<file path="config.mk">
export PLATFORM = sky130hd
export DESIGN_NAME = alu_share_ctrl
export DESIGN_NICKNAME = d
export VERILOG_FILES = /design/src/rtl/alu_ctrl_pkg.sv /design/src/rtl/rr_arbiter2.sv /design/src/rtl/alu_share_ctrl.sv
export SDC_FILE = /design/constraint.sdc
export NUM_CORES = 1
export LEC_CHECK = 0
export BUFFER_PORTS_ARGS = -buffer_cell sky130_fd_sc_hd__buf_2
export CAP_MARGIN = 10
export CORE_ASPECT_RATIO = 0.75
export CORE_MARGIN = 1
export CORE_UTILIZATION = 55
export CTS_BUF_LIST = sky130_fd_sc_hd__clkbuf_4
export DETAILED_ROUTE_END_ITERATION = 12
export MAX_ROUTING_LAYER = met4
export PLACE_DENSITY = 0.86
export SYNTH_ARGS = -nofsm -noshare
export SYNTH_HDL_FRONTEND = slang
export SYNTH_SLANG_ARGS = --single-unit
export TNS_END_PERCENT = 20
</file>
<file path="constraint.sdc">
create_clock -name clk -period 2.95 [get_ports clk]
set_input_delay 0.1475 -clock clk [delete_from_list [all_inputs] [get_ports clk]]
set_output_delay 0.1475 -clock clk [all_outputs]
set_load 0.005 [all_outputs]
</file>
<file path="src/rtl/alu_ctrl_pkg.sv">
// Shared types and constants for the shared-ALU controller.
package alu_ctrl_pkg;

    typedef enum logic [3:0] {
        OP_ADD = 4'd1,
        OP_SUB = 4'd2,
        OP_MUL = 4'd3,
        OP_DIV = 4'd4,
        OP_AND = 4'd5,
        OP_OR  = 4'd6,
        OP_XOR = 4'd7,
        OP_SHL = 4'd8,
        OP_SHR = 4'd9
    } op_e;

    // Bit positions inside the {N,Z,C,V} flag nibble.
    localparam int unsigned FLG_N = 3;
    localparam int unsigned FLG_Z = 2;
    localparam int unsigned FLG_C = 1;
    localparam int unsigned FLG_V = 0;

    typedef enum logic [1:0] {
        IDLE,
        ISSUE,
        RESP
    } state_e;

    // Requests the ALU cannot execute: unknown opcodes and divide by zero.
    function automatic logic op_illegal(input logic [3:0] op, input logic [3:0] b);
        return (op == 4'd0) || (op > OP_SHR) || ((op == OP_DIV) && (b == '0));
    endfunction

endpackage

</file>
<file path="src/rtl/rr_arbiter2.sv">
// Two-way round-robin arbiter: on a tie the requester that was not served last wins.
module rr_arbiter2 (
    input  logic [1:0] req_i,
    input  logic       last_grant_i,
    output logic [1:0] grant_o
);

    // One-hot grant; requester 0 wins ties when requester 1 was served last.
    always_comb begin
        grant_o = '0;
        if (req_i[0] && (!req_i[1] || last_grant_i)) begin
            grant_o[0] = 1'b1;
        end else if (req_i[1]) begin
            grant_o[1] = 1'b1;
        end
    end

endmodule

</file>
<file path="src/rtl/alu_share_ctrl.sv">
// Sequencer sharing one combinational 4-bit ALU between two requesters,
// with request screening, registered response channel and op/error counters.
module alu_share_ctrl
    import alu_ctrl_pkg::*;
#(
    parameter int unsigned SETTLE_CYCLES = 1,
    parameter int unsigned CNT_W         = 8
) (
    input  logic             clk,
    input  logic             rst,
    input  logic             req0_valid,
    output logic             req0_ready,
    input  logic [3:0]       req0_a,
    input  logic [3:0]       req0_b,
    input  logic [3:0]       req0_op,
    input  logic             req1_valid,
    output logic             req1_ready,
    input  logic [3:0]       req1_a,
    input  logic [3:0]       req1_b,
    input  logic [3:0]       req1_op,
    output logic [3:0]       alu_a,
    output logic [3:0]       alu_b,
    output logic [3:0]       alu_op,
    output logic             alu_start,
    input  logic [3:0]       alu_result,
    input  logic [3:0]       alu_flags,
    output logic             rsp_valid,
    input  logic             rsp_ready,
    output logic             rsp_id,
    output logic [3:0]       rsp_result,
    output logic [3:0]       rsp_flags,
    output logic             rsp_err,
    output logic [CNT_W-1:0] op_count,
    output logic [CNT_W-1:0] err_count
);

    localparam logic [3:0] SETTLE_LAST = 4'(SETTLE_CYCLES - 1);

    state_e           state_q;
    logic             last_grant_q;
    logic [3:0]       settle_q;
    logic [3:0]       alu_a_q;
    logic [3:0]       alu_b_q;
    logic [3:0]       alu_op_q;
    logic             alu_start_q;
    logic             rsp_valid_q;
    logic             rsp_id_q;
    logic [3:0]       rsp_result_q;
    logic [3:0]       rsp_flags_q;
    logic             rsp_err_q;
    logic [CNT_W-1:0] op_count_q;
    logic [CNT_W-1:0] err_count_q;

    logic [1:0] grant;
    logic       accept;
    logic       sel_id;
    logic [3:0] sel_a;
    logic [3:0] sel_b;
    logic [3:0] sel_op;

    rr_arbiter2 u_arb (
        .req_i        ({req1_valid, req0_valid}),
        .last_grant_i (last_grant_q),
        .grant_o      (grant)
    );

    assign req0_ready = !rst && (state_q == IDLE) && grant[0];
    assign req1_ready = !rst && (state_q == IDLE) && grant[1];
    assign accept     = req0_ready || req1_ready;
    assign sel_id     = grant[1];
    assign sel_a      = sel_id ? req1_a  : req0_a;
    assign sel_b      = sel_id ? req1_b  : req0_b;
    assign sel_op     = sel_id ? req1_op : req0_op;

    // Control FSM: accept/screen in IDLE, hold alu_start in ISSUE, present response in RESP.
    // ALU operand registers load only on a legal accept so the ALU inputs never move while start is low.
    always_ff @(posedge clk) begin
        if (rst) begin
            state_q      <= IDLE;
            last_grant_q <= 1'b1;
            settle_q     <= '0;
            alu_a_q      <= '0;
            alu_b_q      <= '0;
            alu_op_q     <= '0;
            alu_start_q  <= 1'b0;
            rsp_valid_q  <= 1'b0;
            rsp_id_q     <= 1'b0;
            rsp_result_q <= '0;
            rsp_flags_q  <= '0;
            rsp_err_q    <= 1'b0;
            op_count_q   <= '0;
            err_count_q  <= '0;
        end else begin
            case (state_q)
                IDLE: begin
                    if (accept) begin
                        rsp_id_q <= sel_id;
                        if (op_illegal(sel_op, sel_b)) begin
                            rsp_err_q    <= 1'b1;
                            rsp_result_q <= '0;
                            rsp_flags_q  <= '0;
                            rsp_valid_q  <= 1'b1;
                            state_q      <= RESP;
                        end else begin
                            rsp_err_q   <= 1'b0;
                            alu_a_q     <= sel_a;
                            alu_b_q     <= sel_b;
                            alu_op_q    <= sel_op;
                            alu_start_q <= 1'b1;
                            settle_q    <= '0;
                            state_q     <= ISSUE;
                        end
                    end
                end
                ISSUE: begin
                    if (settle_q == SETTLE_LAST) begin
                        rsp_result_q <= alu_result;
                        rsp_flags_q  <= alu_flags;
                        alu_start_q  <= 1'b0;
                        rsp_valid_q  <= 1'b1;
                        state_q      <= RESP;
                    end else begin
                        settle_q <= settle_q + 4'd1;
                    end
                end
                RESP: begin
                    if (rsp_ready) begin
                        rsp_valid_q  <= 1'b0;
                        last_grant_q <= rsp_id_q;
                        if (rsp_err_q) begin
                            err_count_q <= err_count_q + CNT_W'(1);
                        end else begin
                            op_count_q <= op_count_q + CNT_W'(1);
                        end
                        state_q <= IDLE;
                    end
                end
                default: state_q <= IDLE;
            endcase
        end
    end

    assign alu_a      = alu_a_q;
    assign alu_b      = alu_b_q;
    assign alu_op     = alu_op_q;
    assign alu_start  = alu_start_q;
    assign rsp_valid  = rsp_valid_q;
    assign rsp_id     = rsp_id_q;
    assign rsp_result = rsp_result_q;
    assign rsp_flags  = rsp_flags_q;
    assign rsp_err    = rsp_err_q;
    assign op_count   = op_count_q;
    assign err_count  = err_count_q;

endmodule

</file>
# == Word level (Yosys, flattened, before mapping) ==
# Cells that the tools add are included.
# word_totals
register_bits,47
in_bits,37
output_inout_bits,42
word_cells,87
# op_classes
add_sub_neg,3
order_cmp,1
n_eq_ne,9
n_mux,31
bitwise_logic,2
n_reduce_logical,27
# ops
cell,count
4-bit two-way mux,10
4-bit case mux with 2 select lines,3
8-bit by 1-bit adder with 8-bit output (second input constant),2
4-bit zero test,3
3-bit AND reduction,4
4-bit AND reduction,3
1-bit two-way mux,11
2-bit inequality test (second input constant),5
2-bit two-way mux,4
2-bit case mux with 3 select lines,1
1-bit logical AND,5
5-bit AND reduction,1
4-bit by 1-bit adder with 4-bit output (second input constant),1
4-bit by 3-bit == test with 1-bit output (second input constant),1
4-bit greater-than comparator (second input constant),1
1-bit logical OR,4
2-bit AND reduction,2
1-bit case mux with 3 select lines,1
3-bit nonzero test,1
2-bit by 1-bit == test with 1-bit output (second input constant),1
2-bit == test (second input constant),1
1-bit zero test,2
2-bit zero test,1
2-bit by 1-bit inequality test with 1-bit output (second input constant),1
other kinds (3),4

# == Depth between registers and ports, before layout ==
# Gate-level depths: netlist (run 1).
# depth
ltp_word,11
depth_mapped,8
mapped_depth_nobuf,7

# == Cells and area by module ==
# A second synthesis (run 1) with hierarchy kept.
# hier_totals
hier_cells,228
area_unflattened_um2,2190.9
# by_module_without_submodules
module,instances,cells_per_inst,area_per_inst_um2,seq_area_each_um2
alu_share_ctrl,1,225,2172.1,940.9
rr_arbiter2,1,3,18.8,0.0

# == Worst setup path before layout (run 1) ==
# No wires, ideal clock.
# synth_path
kind,reg-to-reg
start,reg settle_q[0]
end,reg rsp_flags_q[0] (netlist: rsp_flags[0])
setup_ns,0.128
arrival_time_ns,1.678
required_time_ns,2.822
setup_slack_ns,1.144
stages_incl_launch_ff,9
path_buffers,2
synth_period_minus_slack_ns,1.806
cell_sequence,dfxtp_1 -> inv_1 -> ha_1 -> or3b_2 -> clkbuf_1 -> a211oi_1 -> o21a_1 -> buf_2 -> o41ai_1
# synth_between
elab_chain_cells,3
# synth_rtl
item,line,rtl
from (decl),alu_share_ctrl.sv:41,logic [3:0] settle_q;
from (signal assigned),alu_share_ctrl.sv:123,settle_q <= settle_q + 4'd1;
4-bit zero test,alu_share_ctrl.sv:116,if (settle_q == SETTLE_LAST) begin
2-bit inequality test (no source line),n/a,
4-bit AND reduction (no source line),n/a,
to (signal assigned),alu_share_ctrl.sv:118,rsp_flags_q <= alu_flags;
to (decl),alu_share_ctrl.sv:49,logic [3:0] rsp_flags_q;
# Every way passes these cells.
# A chain may end at the register's enable or synchronous reset.

# == Worst setup path in the final report (run 1) ==
# layout_path
start,reg state_q[0]
end,reg alu_op_q[3] (netlist: alu_op[3])
# layout_between
elab_chain_cells,5
word_cells_on_any_way,6
classes_between,6 x reduce/logical
# layout_rtl
item,line,rtl
from (decl),alu_share_ctrl.sv:39,state_e state_q;
from (signal assigned),alu_share_ctrl.sv:79,state_q <= IDLE;
from (signal assigned),alu_share_ctrl.sv:103,state_q <= RESP;
from (signal assigned),alu_share_ctrl.sv:111,state_q <= ISSUE;
2-bit zero test (*),"alu_share_ctrl.sv:67, alu_share_ctrl.sv:68, alu_share_ctrl.sv:94",
1-bit logical AND,"alu_share_ctrl.sv:67, alu_share_ctrl.sv:68",
1-bit logical AND (on tied branches),"alu_share_ctrl.sv:67, alu_share_ctrl.sv:68",
1-bit logical OR,alu_share_ctrl.sv:69,assign accept = req0_ready || req1_ready;
3-bit AND reduction (no source line) (*),n/a,
to (signal assigned),alu_share_ctrl.sv:108,alu_op_q <= sel_op;
to (decl),alu_share_ctrl.sv:44,logic [3:0] alu_op_q;
# Every way passes the cells marked *; elsewhere a longest branch is shown, timed or not.

==> results of run 1 <==
## registers in the layout, summed over array words and instances, names as in the netlist
name and cells:
alu_b 4, rsp_id 1, alu_op 4, rsp_result 4, rsp_err 1, rsp_flags 4, alu_start 1, err_count 8
settle_q 4, op_count 8, state_q 2, rsp_valid 1, last_grant_q 1, alu_a 4
## area by class of cell
cell class	count	area share, %
Multi-Input combinational cell	164	42.9
Timing Repair Buffer	82	15.6
Sequential cell	47	35.0
Clock inverter	1	0.186
Inverter	13	1.82
Tap cell	52	2.42
Clock buffer	7	1.96
## worst min-delay path by stage
stage | startpoint | end | slack, ns | depth (start not counted)
2_1_floorplan | alu_flags[3] | rsp_flags[3] | 0.28 | 2
3_3_place_gp | alu_result[0] | rsp_result[0] | 0.38 | 3
3_5_place_dp | alu_flags[2] | rsp_flags[2] | 0.38 | 3
4_1_cts | alu_flags[2] | rsp_flags[2] | 0.007 | 3
5_1_grt | alu_result[2] | rsp_result[2] | 0.009 | 3
6_report | alu_flags[2] | rsp_flags[2] | 0.01 | 3
## layer usage
metal / up-vias / wire length (µm) / global-route usage (%)
met2: 51 / 2240 / 38.2
met3: 5 / 226 / 5.03
met1: 879 / 2350 / 32.8
li1: 993 / - / -
met5: - / 0 / -
met4: 0 / 37 / 7.82
## stage by stage
step | utilization [%] | instance area [µm²] | setup slack (ns) | total power, mW
2_1_floorplan | - | 2200 | 1.14 | 0.823
3_3_place_gp | 70.0 | 2630 | 1.01 | 0.901
3_5_place_dp | 70.0 | 2630 | 0.865 | 0.907
4_1_cts | 71.5 | 2690 | 0.821 | 1.20
5_1_grt | 71.5 | 2690 | 0.647 | 1.25
6_report | 71.5 | 2690 | 0.833 | 1.19
## cells in the mapped netlist (all sizes together) (2+ instances only)
master,instances,area share (%)
nor3,3,0.68
nor2b,2,0.57
and3,2,0.57
nand2b,3,0.85
clkbuf,10,1.7
a21oi,3,0.68
dfxtp,47,43
buf,6,1.5
o21ai,5,1.1
xor2,12,4.8
o211ai,2,1.1
nor3b,2,0.68
or4,4,1.4
nand3b,8,2.7
nand3,5,1.1
a211oi,13,5.1
nand2,7,1.2
ha,4,2.3
and4,2,0.80
nor2,37,6.3
xnor2,4,1.6
and2,2,0.57
mux2i,15,6.8
nand4,5,1.4
o41ai,8,3.2
or3b,3,1.2
inv,13,2.2
## kinds of logic (layout without fill, tap and decap cells)
group / Yosys count / in the layout
compound gates: 39 / 39
xor+xnor: 16 / 16
fa+ha+maj: 4 / 4
buf+inv: 29 / 103
flops: 47 / 47
mux: 15 / 15
simple gates: 90 / 90
## power by group
part           switching [mW]  total, mW  internal, mW
Clock                   0.185      0.297         0.112
Combinational           0.109      0.204        0.0952
Sequential             0.0231      0.690         0.667
## worst register-to-register path: stages, from the launching register on
cell	delay, ns
dfxtp_1	0.40
or3_1	0.49
nand2b_1	0.26
o32ai_4	0.23
buf_4	0.34
nor2_1	0.08
a211oi_1	0.24
==> results.py, run 1 <==
metrics = {
    "timing": {
        "rsz0062_at_grt": "false",
        "fin_skew_ns": 0.0110,
        "drv_slew": 0,
        "holdWs_ns": 0.0142,
        "hold_viol": 0,
        "max_freq_ghz": 0.472,
        "worst_slew_pin_slew_ns": 0.590,
        "maxSlewHeadroom_pct": 60.7,
        "period_share_pct": 71.8,
        "setup_tns_ns": 0,
        "finalCriticalPeriod_ns": 2.12,
        "setup_viol": 0,
    },
    "layout": {
        "n_antenna_cell": 0,
        "layout.cells.non_filler": 366,
        "mostFrequentLayoutCells": "buf_2, dfxtp_1, nor2_1",
        "layout_commonest_cell": "buf_2",
        "fin_nets": 354,
        "seq_area_um2": 941,
        "multiInputGateArea_um2": 1150,
        "drive_gt1_share_pct": 31.8,
        "areaGrowthSynthToFinish_pct": 22.0,
        "fillCellCount": 320,
    },
    "synth": {
        "synth_area_um2": 2200,
        "synth_fa_ha_area_share_pct": 2.27,
        "synth_compound_area_share_pct": 14.4,
        "synth_top_family_by_area": "simple AND/OR/NAND/NOR gates",
        "synth-simple-area-share_pct": 22.0,
        "synth_xor_area_share_pct": 6.36,
        "yosys_register_bits": 47,
        "syn-num-nets": 281,
        "ys_warn_count": 0,
        "synthMuxAreaShare_pct": 6.82,
        "ys.flop_type": "dfxtp_1",
        "synth.distinct_cells": 43,
        "avgSynthCellArea_um2": 9.18,
        "ys_seq_area_share_pct": 42.7,
        "synth_edf_count": 0,
        "async_reset_ff_share_pct": 0,
        "synthCells": 240,
    },
    "global_route": {
        "grt_max_degree": 58,
        "antenna_found_initial": 0,
        "grt_pass1_vias": 1737,
        "overflow": 0,
        "grt_pass1_wl_um": 7850,
        "track_usage_pct": 24.9,
    },
    "clock_network": {
        "cts_tree": "yes",
        "clk_latency_ns": 0.35,
        "max-clock-path-buffers": 2,
        "cts-root-buf": "clkbuf_4",
        "cts_buffers": 5,
        "cts_hold_buf": 0,
        "cts_resized": 0,
        "cts_num_sinks": 47,
        "cts_setup_buffers": 0,
        "clkTransAtPathRegs_ns": 0.12,
        "htreeDepth": 2,
    },
    "setup_path": {
        "cp.depth": 6,
        "r2r_start": "state_q[0]",
        "setup.worst_path.end_class": "flip-flop",
        "critPathMaxStageDelay_ns": 0.49,
        "critPathTopFamily": "simple AND/OR/NAND/NOR gates",
        "worstSetupPathType": "flip-flop to flip-flop",
        "reg2regPathDepth": 6,
        "critPathLaunch": "state_q[0]",
        "critPathMaxFanout": 24,
        "cp_data_required_time_ns": 3.20,
        "r2r_slack_ns": 0.83,
        "path_cells": "or3_1 -> nand2b_1 -> o32ai_4 -> buf_4 -> nor2_1 -> a211oi_1",
        "cp_slowest_cell": "or3_1",
        "path_buf_inv": 1,
        "startpoint_type": "flip-flop",
        "timing.rr.end": "alu_op[3]",
        "crit_end": "alu_op[3]",
        "worst_ep_arrival_time_ns": 2.37,
    },
    "floorplan": {
        "start_util_pct": 58.6,
        "core_um2": 3760,
        "ios": 79,
        "row_count": 19,
        "dieWidth_um": 75.1,
        "dieHeight_um": 56.8,
        "die-area_um2": 4260,
    },
    "placed_design": {
        "io_buffers": 78,
        "hpwl_um": 3570,
        "place.gp.congestion": 0.882,
        "place_inst": 358,
    },
    "worst_hold_path": {
        "hp-class": "primary input to flip-flop",
    },
    "route": {
        "drcViolationCount": 0,
        "firstDrtPassIters": 5,
        "drt-total-wl_um": 4850,
        "avgRoutedWirePerCell_um": 13.2,
        "ant_nets": 0,
        "routed_via_density": 5.27,
        "drt_first_iter_violations": 90,
        "via_count": 1928,
    },
    "power_and_ir_drop": {
        "power_density_nw_per_um2": 444,
        "leakagePower_nw": 1.19,
        "ir_drop_uv": 287,
    },
    "run": {
        "cap_violations": 0,
    },
    "outcome": {
        "outcome": "complete, no violations",
    },
}
(Power assumes the default switching activity.)
==> run 2, diff against run 1 <==
Settings changed: CORE_UTILIZATION 55 to 51, PLACE_DENSITY 0.86 to 0.81.
Clock period 2.95 ns to 1.95 ns, I/O delays scaled along.
==> results.py, run 2 (same netlist as run 1, synthesis figures left out) <==
metrics = {
    "route": {
        "avgRoutedWirePerCell_um": 12.5,
        "routed_via_density": 5.14,
        "via_count": 1959,
        "drcViolationCount": 0,
        "drt-total-wl_um": 4770,
        "ant_nets": 0,
        "firstDrtPassIters": 4,
        "drt_first_iter_violations": 81,
    },
    "clock_network": {
        "cts-root-buf": "clkbuf_4",
        "cts_buffers": 5,
        "clk_latency_ns": 0.35,
        "cts_tree": "yes",
        "cts_setup_buffers": 0,
        "max-clock-path-buffers": 2,
        "htreeDepth": 2,
        "cts_num_sinks": 47,
        "clkTransAtPathRegs_ns": 0.13,
    },
    "setup_path": {
        "path_cells": "or3_1 -> nand2b_1 -> o32ai_4 -> buf_6 -> nor2_1 -> a211oi_1",
        "worst_ep_arrival_time_ns": 2.06,
        "worstSetupPathType": "flip-flop to flip-flop",
        "critPathMaxFanout": 24,
        "cp_data_required_time_ns": 2.22,
        "startpoint_type": "flip-flop",
        "critPathMaxStageDelay_ns": 0.45,
        "path_buf_inv": 1,
        "setup.worst_path.end_class": "flip-flop",
        "critPathTopFamily": "simple AND/OR/NAND/NOR gates",
        "cp_slowest_cell": "or3_1",
    },
    "power_and_ir_drop": {
        "ir_drop_uv": 399,
        "leakagePower_nw": 1.24,
        "power_density_nw_per_um2": 650,
    },
    "layout": {
        "fillCellCount": 365,
        "mostFrequentLayoutCells": "buf_2, dfxtp_1, nor2_1",
        "seq_area_um2": 941,
        "layout_commonest_cell": "buf_2",
        "layout.cells.non_filler": 381,
        "areaGrowthSynthToFinish_pct": 27.6,
        "n_antenna_cell": 0,
        "multiInputGateArea_um2": 1170,
        "fin_nets": 366,
        "drive_gt1_share_pct": 32.5,
    },
    "timing": {
        "fin_skew_ns": 0.0154,
        "setup_viol": 0,
        "rsz0062_at_grt": "false",
        "setup_tns_ns": 0,
        "max_freq_ghz": 0.559,
        "period_share_pct": 91.7,
        "worst_slew_pin_slew_ns": 0.547,
        "drv_slew": 0,
        "holdWs_ns": 0.0137,
        "maxSlewHeadroom_pct": 63.5,
        "finalCriticalPeriod_ns": 1.79,
        "hold_viol": 0,
    },
    "outcome": {
        "outcome": "complete, no violations",
    },
    "global_route": {
        "overflow": 0,
        "grt_pass1_vias": 1694,
        "grt_pass1_wl_um": 7560,
        "antenna_found_initial": 0,
        "track_usage_pct": 21.6,
        "grt_max_degree": 58,
    },
    "placed_design": {
        "io_buffers": 78,
        "place_inst": 365,
        "place.gp.congestion": 0.822,
        "hpwl_um": 3400,
    },
    "floorplan": {
        "ios": 79,
        "start_util_pct": 53.7,
        "dieHeight_um": 58.9,
        "dieWidth_um": 77.9,
        "row_count": 20,
        "core_um2": 4100,
        "die-area_um2": 4590,
    },
    "run": {
        "cap_violations": 0,
    },
    "worst_hold_path": {
        "hp-class": "primary input to flip-flop",
    },
}
[run 2: final cells by class]
class	instances	share of cell area, %
Inverter	13	1.74
Sequential cell	47	33.5
Multi-Input combinational cell	165	41.6
Clock buffer	7	1.87
Timing Repair Buffer	93	18.7
Clock inverter	1	0.178
Tap cell	55	2.45
[run 2: worst paths after layout]
path,start,to,slack (ns),depth (start not counted)
worst max register to register,state_q[0],alu_b[3],0.16,6
worst min-delay path,alu_result[3],rsp_result[3],0.01,3
worst max-delay path,state_q[0],alu_b[3],0.16,6
worst min register to register,rsp_flags[0],rsp_flags[0],0.47,2
[run 2: metrics by stage]
stage,power [mW],worst slack (ns),util [%],area [µm²]
2_1_floorplan,1.25,0.144,-,2200
3_3_place_gp,1.37,0.0692,64.9,2660
3_5_place_dp,1.38,0.0198,64.9,2660
4_1_cts,1.84,0.0757,68.0,2790
5_1_grt,1.92,0.0174,68.5,2810
6_report,1.83,0.161,68.5,2810
[run 2: repair_timing]
action                                  in CTS  in global routing
hold endpoints to repair                     7                  0
hold buffers                                 7                  0
cloned                                       0                  1
resized for setup                            1                  3
endpoints found under the setup margin       9                 15
pin swaps                                    0                  1
[run 2: report_power, final]
group / leakage [nW] / switching, mW / internal, mW
sequential: 0.382 / 0.0288 / 1.01
clock: 0.0361 / 0.278 / 0.169
combinational: 0.826 / 0.176 / 0.165
total: 1.24 / 0.483 / 1.34
[run 2: layer usage]
layer	vias to the layer above	part of all wire [%]	track usage (%)	wire length, µm
li1	1021	-	-	-
met1	893	50	27.7	2400
met2	41	45	35.0	2160
met3	4	3.5	4.65	168
met4	0	0.90	5.66	43
met5	-	0	-	0
[run 2: worst min-delay path, cell delays in order]
cell      delay, ns
buf_2          0.08
nand3b_1       0.08
o41ai_1        0.07
